[config.mk]
export PLATFORM = sky130hd
export DESIGN_NAME = car_sensor_qualifier
export DESIGN_NICKNAME = d
export VERILOG_FILES = /design/src/rtl/traffic_pkg.sv /design/src/rtl/sync_debounce.sv /design/src/rtl/car_sensor_qualifier.sv
export SDC_FILE = /design/constraint.sdc
export NUM_CORES = 1
export LEC_CHECK = 0
export BUFFER_PORTS_ARGS = -buffer_cell sky130_fd_sc_hd__buf_2
export CORE_MARGIN = 2
export CORE_UTILIZATION = 34
export CTS_BUF_LIST = sky130_fd_sc_hd__clkbuf_4
export CTS_CLUSTER_DIAMETER = 40
export DETAILED_ROUTE_END_ITERATION = 8
export PLACE_DENSITY = 0.52
export SLEW_MARGIN = 15
export SYNTH_ARGS = -nofsm -noshare
export SYNTH_HDL_FRONTEND = slang
export SYNTH_HIERARCHICAL = 1
export SYNTH_SLANG_ARGS = --single-unit
[constraint.sdc]
create_clock -name clk -period 1.5 [get_ports clk]
set_input_delay 0.3 -clock clk [delete_from_list [all_inputs] [get_ports clk]]
set_output_delay 0.3 -clock clk [all_outputs]
set_load 0.1 [all_outputs]
[src/rtl/traffic_pkg.sv]
// Shared encodings for the highway/country-road signal controller and its
// car sensor qualifier front end.
package traffic_pkg;

  typedef enum logic [1:0] {
    IDLE = 2'b00,
    ARM  = 2'b01,
    REQ  = 2'b10,
    HOLD = 2'b11
  } state_e;

  localparam logic [2:0] RED    = 3'b100;
  localparam logic [2:0] YELLOW = 3'b010;
  localparam logic [2:0] GREEN  = 3'b001;

  function automatic int unsigned max3(input int unsigned a, input int unsigned b,
                                       input int unsigned c);
    int unsigned m;
    m = (a > b) ? a : b;
    return (m > c) ? m : c;
  endfunction

endpackage

[src/rtl/sync_debounce.sv]
// Two-flop synchroniser followed by a debounce filter: the filtered value only
// flips once the synchronised input has differed from it for DEBOUNCE cycles.
module sync_debounce #(
  parameter int unsigned DEBOUNCE = 4
) (
  input  logic clk,
  input  logic rst_n,
  input  logic din,
  output logic dout
);

  localparam int unsigned CW = $clog2(DEBOUNCE) + 1;
  localparam logic [CW-1:0] CntLast = CW'(DEBOUNCE - 1);

  logic          s1_q, s2_q;
  logic          filt_q, filt_d;
  logic [CW-1:0] cnt_q, cnt_d;

  always_ff @(posedge clk or negedge rst_n) begin
    if (!rst_n) begin
      s1_q   <= 1'b0;
      s2_q   <= 1'b0;
      filt_q <= 1'b0;
      cnt_q  <= '0;
    end else begin
      s1_q   <= din;
      s2_q   <= s1_q;
      filt_q <= filt_d;
      cnt_q  <= cnt_d;
    end
  end

  always_comb begin
    filt_d = filt_q;
    cnt_d  = '0;
    if (s2_q != filt_q) begin
      if (cnt_q == CntLast) begin
        filt_d = s2_q;
      end else begin
        cnt_d = cnt_q + 1'b1;
      end
    end
  end

  assign dout = filt_q;

endmodule

[src/rtl/car_sensor_qualifier.sv]
// Turns the raw country-road loop detector into the qualified car request x:
// synchronise/debounce, arm, cap the request length, then enforce a hold-off.
module car_sensor_qualifier
  import traffic_pkg::*;
#(
  parameter int unsigned DEBOUNCE = 4,
  parameter int unsigned ARM_CYC  = 3,
  parameter int unsigned MAX_REQ  = 20,
  parameter int unsigned HOLDOFF  = 8,
  parameter int unsigned CNT_W    = 8
) (
  input  logic             clk,
  input  logic             rst_n,
  input  logic             sensor_raw,
  output logic             x,
  output logic             timeout,
  output logic [CNT_W-1:0] car_count,
  output logic [1:0]       state
);

  localparam int unsigned TW = $clog2(max3(ARM_CYC, MAX_REQ, HOLDOFF)) + 1;
  localparam logic [TW-1:0] ArmLast  = TW'(ARM_CYC - 1);
  localparam logic [TW-1:0] ReqLast  = TW'(MAX_REQ - 1);
  localparam logic [TW-1:0] HoldLast = TW'(HOLDOFF - 1);

  logic             filt;
  state_e           state_q, state_d;
  logic [TW-1:0]    timer_q, timer_d;
  logic [CNT_W-1:0] cnt_q, cnt_d;
  logic             x_q, x_d;
  logic             timeout_q, timeout_d;

  sync_debounce #(
    .DEBOUNCE (DEBOUNCE)
  ) u_sync (
    .clk   (clk),
    .rst_n (rst_n),
    .din   (sensor_raw),
    .dout  (filt)
  );

  always_ff @(posedge clk or negedge rst_n) begin
    if (!rst_n) begin
      state_q   <= IDLE;
      timer_q   <= '0;
      cnt_q     <= '0;
      x_q       <= 1'b0;
      timeout_q <= 1'b0;
    end else begin
      state_q   <= state_d;
      timer_q   <= timer_d;
      cnt_q     <= cnt_d;
      x_q       <= x_d;
      timeout_q <= timeout_d;
    end
  end

  // Timer is shared by all states and cleared on every state entry.
  always_comb begin
    state_d   = state_q;
    timer_d   = timer_q + 1'b1;
    cnt_d     = cnt_q;
    timeout_d = 1'b0;
    unique case (state_q)
      IDLE: begin
        timer_d = '0;
        if (filt) state_d = ARM;
      end
      ARM: begin
        if (!filt) begin
          state_d = IDLE;
          timer_d = '0;
        end else if (timer_q == ArmLast) begin
          state_d = REQ;
          timer_d = '0;
          if (cnt_q != '1) cnt_d = cnt_q + 1'b1;
        end
      end
      REQ: begin
        // A car leaving on the expiry edge is a normal end, not a timeout.
        if (!filt) begin
          state_d = HOLD;
          timer_d = '0;
        end else if (timer_q == ReqLast) begin
          state_d   = HOLD;
          timer_d   = '0;
          timeout_d = 1'b1;
        end
      end
      HOLD: begin
        if (timer_q == HoldLast) begin
          state_d = IDLE;
          timer_d = '0;
        end
      end
      default: begin
        state_d = IDLE;
        timer_d = '0;
      end
    endcase
    x_d = (state_d == REQ);
  end

  assign x         = x_q;
  assign timeout   = timeout_q;
  assign car_count = cnt_q;
  assign state     = state_q;

endmodule

Word level (Yosys, flattened, before mapping)
Cells that the tools add are included.

word-level totals
  logic and storage cells = 43
  output and inout port bits = 12
  register bits = 24
  bits of input ports = 3

cells by class
  add/subtract/negate cells = 3
  muxes and demuxes = 18
  reductions and logical operators = 3
  eq/ne operators = 10

operator list
  operator                                                               number
  6-bit two-way mux                                                      5
  6-bit case mux with 4 select lines                                     1
  2-bit two-way mux                                                      6
  8-bit by 1-bit adder with 8-bit output, second input constant          1
  8-bit inequality test, second input constant                           1
  2-bit case mux with 4 select lines                                     1
  6-bit by 1-bit adder with 6-bit output, second input constant          1
  2-bit equality test, second input constant                             3
  6-bit by 2-bit equality test with 1-bit output, second input constant  1
  6-bit by 3-bit equality test with 1-bit output, second input constant  1
  6-bit by 5-bit equality test with 1-bit output, second input constant  1
  3-bit two-way mux                                                      2
  4-bit AND reduction                                                    1
  3-bit by 1-bit adder with 3-bit output, second input constant          1
  3-bit by 2-bit equality test with 1-bit output, second input constant  1
  1-bit two-way mux                                                      3
  2-bit by 1-bit equality test with 1-bit output, second input constant  1
  2-bit zero test                                                        1
  2-bit AND reduction                                                    1
  1-bit inequality test                                                  1

Depth between registers and ports, before layout
Gate-level depths: netlist of run 1.

  word-level depth = 5
  gate-level depth with buffers = 6
  depth with buffers taken out = 6

By module
The synthesis of run 1 kept the hierarchy.

modules (own cells, without submodules)
  module                cells each  times used  sequential area each (um^2)  area each (um^2)
  car_sensor_qualifier  86          1           450.4                        933.4
  sync_debounce         13          1           150.1                        229.0

Worst setup path after synthesis of run 1
OpenSTA, ideal clock, no wires.

  path kind = register to register
  start = register cnt_q[0], in the netlist car_count[0]
  end = register cnt_q[1], in the netlist car_count[1]
  path slack = -0.688 ns
  cell stages (with the launch flop) = 5
  clock period less this slack = 2.188 ns
  path buffers = 0
  library setup time = 0.126 ns
  data required time = 1.374 ns
  data arrival time = 2.062 ns
  cells stage by stage = dfrtp_1 ha_1 nand4_1 o2111a_1 mux2_2

between the ends
  longest elaborated chain between the ends = 2
  elaborated cells between the ends (all ways) = 3
  classes of those cells = add/sub (1); eq/ne (1); reduce/logical (1)

RTL lines
  what                                                                            RTL line                    source
  start, declared                                                                 car_sensor_qualifier.sv:29  logic [CNT_W-1:0] cnt_q, cnt_d;
  start signal, assigned                                                          car_sensor_qualifier.sv:52  cnt_q <= cnt_d;
  branches (longest 2 deep; another with 8-bit by 1-bit adder with 8-bit output)  n/a

Parallel ways; which one is timed is not known.
A chain may end at the register's enable or synchronous reset.

Worst setup path after layout of run 1
  start = register cnt_q[1], in the netlist car_count[1]
  end = register cnt_q[7], in the netlist car_count[7]

Same word-level chain as after synthesis.

==> impl_metrics.ini, run 1 <==
[status]
status = complete, but fails checks
violations = negative setup slack

[global_route]
grt_pass1_vias = 933
grt_overflow = 0
grt_max_degree = 25
grt.total_usage = 0.1331
antenna_found_initial = 0
grt_pass1_wl_mm = 4.229

[timing]
maxSlewViolCount = 0
period_share = 1.023
finalSetupTns_ns = -0.08025
fmaxAchievable_mhz = 651.9
worstMarginPinSlew_ns = 0.5320
rsz0062_at_grt = yes
maxSlewHeadroom = 0.6453
period_needed_ns = 1.534
setup_viol = 4
hold_viol_final = 0
worst_slack_ns = -0.03401
finalClockSkew_ns = 0.003160

[yosys]
ys_async_sr_fraction = 1.000
synth_seq_cells = 24
synth_edf_count = 0
synth_cell_types = 35
ys.flop_type = dfrtp_1
synth_top_area_share = 0.5167
netlist_area_um2 = 1162
yosys_warnings = 6
synth_nets = 106
ys_top_cells_by_area = dfrtp_1 52%, ha_1 4.3%, xnor2_1 3.8%, xor2_1 3.8%, nand3_1 3.0%
yosysSeqAreaShare = 0.5167
postSynthAreaPerCell_um2 = 11.74
syn-instance-count = 99
synth.largest_area_cell = dfrtp_1

[route]
routed_wl_mm = 2.219
num_vias = 864
drtIter0Drc = 35
dr_wl_met2_mm = 1.065
drtAntennaViolNets = 0
drtPass1Iterations = 4
via_per_inst = 4.620
drc = 0
wl_met3_um = 68
top_layer = met4
post_drt_wl_per_cell_um = 11.87
routedLengthMet1_mm = 1.061

[floorplan]
start_util = 0.3511
core-area_um2 = 3311
die_w_um = 62.47
pin_count = 15
fp.dieArea_um2 = 3903
die_y_um = 62.47
num_rows = 21

[setup_path]
required_ns = 1.74
cp_data_arrival_time_ns = 1.77
rr_startpoint = car_count[1]$_DFFE_PN0P_
critPathMaxStageDelay_ns = 0.51
timing.critical_path.from = car_count[1]$_DFFE_PN0P_
cp-start-kind = register
cp.buffers_inverters = 0
worstPathMaxFanout = 3
cp-end-kind = register
crit_slowest_cell = dfrtp_4
cpLargestDelayFamily = simple AND/OR/NAND/NOR gates
cp_cell_sequence = ha_4 -> nand4_1 -> nand2_1 -> nor4_4 -> xor2_1
reg2reg_slack_ns = -0.03
path_class = register to register

[placed_design]
portBuffers = 14
place_inst = 180
dp_hpwl_mm = 1.621
place_congestion = 0.7539

[power_and_ir_drop]
p_leak_uw = 0.0007754
ir_worst_vdd_v = 0.0004140
powerDensity_nw_per_um2 = 1384

[clocking]
root_buffer = clkbuf_4
cts_sinks = 24
insertion_delay_ns = 0.30
ctsLongestPathBuffers = 2
cts_tree = built
htreeDepth = 1
cts_buffers = 3
cts.reportedPaths.clkPinSlew_ns = 0.13

[final_layout]
final_layout_size_suffix_gt1_frac = 0.5177
seq_area_um2 = 620.6
post_layout_nonfiller_instances = 187
n_antenna_cell = 0
syn_to_final_growth_pct = 44.35
fill_cells = 313
multi_input_area_um2 = 630.6
final_nets = 149

[hold_path]
hp-start = sensor_raw
holdCritPathClass = input port to register

[job]
cap_viol_max_count = 0
-- synthesized netlist by cell type, types with 3 or more instances --
library cell,n
dfrtp_1,24
inv_1,3
nand2_1,8
ha_1,4
mux2_2,3
nand3_1,7
nor3_1,3
xor2_1,5
xnor2_1,5
nor2_1,8
-- registers in the layout, summed over array words and instances (netlist names) --
name,cells
u_sync/dout,1
state,2
timeout,1
u_sync/s1_q,1
x,1
u_sync/cnt_q,3
car_count,8
timer_q,6
u_sync/s2_q,1
-- final timing paths --
kind	end	cells past startpoint
setup / recovery	car_count[7]$_DFFE_PN0P_	5
hold / removal	u_sync/s1_q$_DFF_PN0_	1
setup reg to reg	car_count[7]$_DFFE_PN0P_	5
hold reg to reg	u_sync/s2_q$_DFF_PN0_	0
max in group asynchronous	state[0]$_DFF_PN0_	2
min in group asynchronous	u_sync/cnt_q[2]$_DFF_PN0_	2
-- through the flow --
step / setup slack, ns / utilization / instance area (um^2) / power, uW / hold slack [ns]
finish: -0.03401 / 0.5068 / 1678 / 2322 / 0.08999
global route: -0.1272 / 0.5068 / 1678 / 2470 / 0.07077
CTS: -0.04827 / 0.4951 / 1639 / 2319 / 0.06486
detailed placement: -0.05500 / 0.4705 / 1558 / 1989 / 0.3151
global placement: -0.02534 / 0.4705 / 1558 / 1967 / 0.3082
floorplan: -0.2012 / - / 1234 / 1570 / 0.004409
-- cell families after synthesis --
group	Yosys count	synth area share
and+or+nand+nor	43	0.2314
muxes	4	0.04197
xor gates and xnor gates	10	0.07535
adders and majority gates	4	0.04306
buffers and inverters	4	0.01399
AOI/OAI and AO/OA	10	0.07750
DFF	24	0.5167
-- cell usage in the layout (no fill, tap or decap), drive strengths merged, types with 3 or more instances in the layout --
cell / count
mux2: 4
ha: 4
inv: 3
dfrtp: 24
nor2: 8
clkbuf: 8
nor3: 5
xor2: 5
nand2: 8
xnor2: 5
buf: 33
nand3: 8
nor2b: 3
-- final cells by class --
cell class | instances | area share
tap | 46 | 0.03430
clock buffer | 3 | 0.01342
multi-input combinational | 71 | 0.3758
clock inverter | 1 | 0.002237
inverter | 3 | 0.006711
timing repair buffer | 39 | 0.1976
sequential | 24 | 0.3699
-- routing by layer --
metal / track usage / vias up
li1: - / 433
met1: 0.1855 / 418
met4: 0.05000 / 0
met3: 0.02342 / 2
met2: 0.2070 / 11
met5: 0 / -
-- what timing repair did --
| item | 4_1_cts | 5_1_grt |
|---|---|---|
| gates resized for setup | 9 | 9 |
| pin swaps | 9 | 4 |
| setup buffers | 1 | 1 |
| hold endpoints to repair | 24 | 0 |
| hold buffers | 1 | 0 |
| endpoints found under the setup margin | 13 | 21 |
-- power by group --
| part | internal (uW) | leakage (uW) | switching, uW |
|---|---|---|---|
| sequential | 765 | 0.000306 | 74.1 |
| combinational | 508 | 0.000454 | 691 |
| clock | 97.0 | 0.0000154 | 186 |
-- worst register-to-register path, cell delays in order, from the launching register on --
cell     delay (ns)
dfrtp_4        0.51
ha_4           0.17
nand4_1        0.15
nand2_1        0.17
nor4_4         0.31
xor2_1         0.16
Power figures use the tool's default switching activity.
==> run 2, diff against run 1 <==
Settings changed: CORE_MARGIN 2 to unset, PLACE_DENSITY 0.52 to unset, PLACE_DENSITY_LB_ADDON set to 0.2.
==> impl_metrics.ini, run 2 (synthesis results as in run 1) <==
[clocking]
cts_tree = built
root_buffer = clkbuf_4
cts_buffers = 3
htreeDepth = 1
cts.reportedPaths.clkPinSlew_ns = 0.13
insertion_delay_ns = 0.31
ctsLongestPathBuffers = 2
cts_sinks = 24

[setup_path]
critPathMaxStageDelay_ns = 0.44
cp_data_arrival_time_ns = 1.77
cp-start-kind = register
crit_slowest_cell = dfrtp_1
cp-end-kind = register
cp_cell_sequence = nor3_4 -> buf_6 -> o2111a_2 -> mux2_4
path_class = register to register
required_ns = 1.70
worstPathMaxFanout = 4
cpLargestDelayFamily = flip-flops
cp.buffers_inverters = 1

[route]
num_vias = 887
via_per_inst = 4.821
post_drt_wl_per_cell_um = 12.76
drc = 0
routed_wl_mm = 2.348
drtIter0Drc = 16
drtPass1Iterations = 3
drtAntennaViolNets = 0

[power_and_ir_drop]
power.switching_uw = 970.6
power_frac_comb = 0.518
ir_worst_vdd_v = 0.0006389
pwr-share-seq = 0.362
p_leak_uw = 0.0007471
pwr-share-clk = 0.120
p_sw_frac = 0.4127
intPower_uw = 1382
powerDensity_nw_per_um2 = 1400

[global_route]
antenna_found_initial = 0
grt.total_usage = 0.1408
grt_pass1_wl_mm = 3.781
grt_max_degree = 25
grt_overflow = 0
grt_pass1_vias = 866

[final_layout]
final_cell_mix = 22 x buf_4, 14 x dfrtp_1, 8 x nand2_1, 8 x clkbuf_4
multi_input_area_um2 = 631.9
fill_cells = 294
syn_to_final_growth_pct = 44.56
final_common_cell = buf_4
final_layout_size_suffix_gt1_frac = 0.5357
n_antenna_cell = 0
final_nets = 148
stdcell_area_um2 = 1680
seq_area_um2 = 620.6
largest_reg_flops = 8

[timing]
maxSlewViolCount = 0
worstMarginPinSlew_ns = 0.5294
fmaxAchievable_mhz = 636.7
worst_slack_ns = -0.07050
period_share = 1.047
finalClockSkew_ns = 0.01340
period_needed_ns = 1.570
rsz0062_at_grt = yes
maxSlewHeadroom = 0.6470
setup_viol = 9
hold_viol_final = 0

[floorplan]
start_util = 0.3687
num_rows = 20
die_w_um = 60.47
die_y_um = 60.47
pin_count = 15
fp.dieArea_um2 = 3657
core-area_um2 = 3153

[status]
violations = negative setup slack
status = complete, but fails checks

[placed_design]
dp_hpwl_mm = 1.647
portBuffers = 14
pre_cts_slack_ns = -0.03483
placed_cell_area_um2 = 1548
place_congestion = 0.7387

[job]
cap_viol_max_count = 0

[hold_path]
holdCritPathClass = input port to register
[run 2: path summary, 6_finish.rpt]
| path | from | depth (start not counted) | slack (ns) | end |
|---|---|---|---|---|
| max | timer_q[5]$_DFF_PN0_ | 4 | -0.07 | car_count[1]$_DFFE_PN0P_ |
| min | sensor_raw | 1 | 0.09 | u_sync/s1_q$_DFF_PN0_ |
| max reg2reg | timer_q[5]$_DFF_PN0_ | 4 | -0.07 | car_count[1]$_DFFE_PN0P_ |
| min reg2reg | u_sync/s1_q$_DFF_PN0_ | 0 | 0.38 | u_sync/s2_q$_DFF_PN0_ |
| max in group asynchronous | rst_n | 2 | 0.61 | car_count[1]$_DFFE_PN0P_ |
| min in group asynchronous | rst_n | 2 | 0.47 | timeout$_DFF_PN0_ |
[run 2: metal layers]
| metal | vias up | wire length (um) | GRT usage |
|---|---|---|---|
| met3 | 4 | 61 | 0.03838 |
| met1 | 435 | 1023 | 0.1635 |
| li1 | 435 | - | - |
| met2 | 13 | 1234 | 0.2590 |
| met5 | - | 0 | 0 |
| met4 | 0 | 29 | 0.02922 |
[run 2: power by group through the flow]
stage | sequential [uW] | combinational, uW | clock [uW]
finish | 851 | 1220 | 283
CTS | 855 | 1140 | 303
floorplan | 1190 | 380 | 0
detailed placement | 867 | 1130 | 0
global placement | 864 | 1120 | 0
global route | 865 | 1310 | 323
[run 2: layout make-up]
class	instances	share of cell area
Clock buffer	3	0.01340
Clock inverter	1	0.002234
Inverter	3	0.006701
Multi-Input combinational cell	71	0.3760
Sequential cell	24	0.3693
Tap cell	44	0.03276
Timing Repair Buffer	38	0.1996
[run 2: repair_timing]
action                                  CTS  global route
pin swaps                                 2             5
buffers inserted                          1             4
endpoints found under the setup margin   10            22
endpoints found under the hold margin    24             0
hold buffers                              1             0
gates resized for setup                   2            15
[run 2: worst reg2reg max path: cells and delay by family, from the launching register on]
kind	cells	cell delay, ns
mux	1	0.31
flops	1	0.44
simple gates	1	0.29
compound gates	1	0.25
buf+inv	1	0.16
[run 2: per-stage QoR]
step | utilization | hold WS (ns) | power [uW] | instances | TNS, ns
CTS | 0.5067 | 0.07645 | 2298 | 181 | -0.2053
detailed placement | 0.4909 | 0.3120 | 1997 | 175 | -0.05478
global placement | 0.4909 | 0.3067 | 1979 | 175 | -0.0004066
floorplan | - | 0.004409 | 1570 | 99 | -1.431
global route | 0.5329 | 0.05911 | 2501 | 184 | -1.445
finish | 0.5329 | 0.09240 | 2352 | 184 | -0.3100
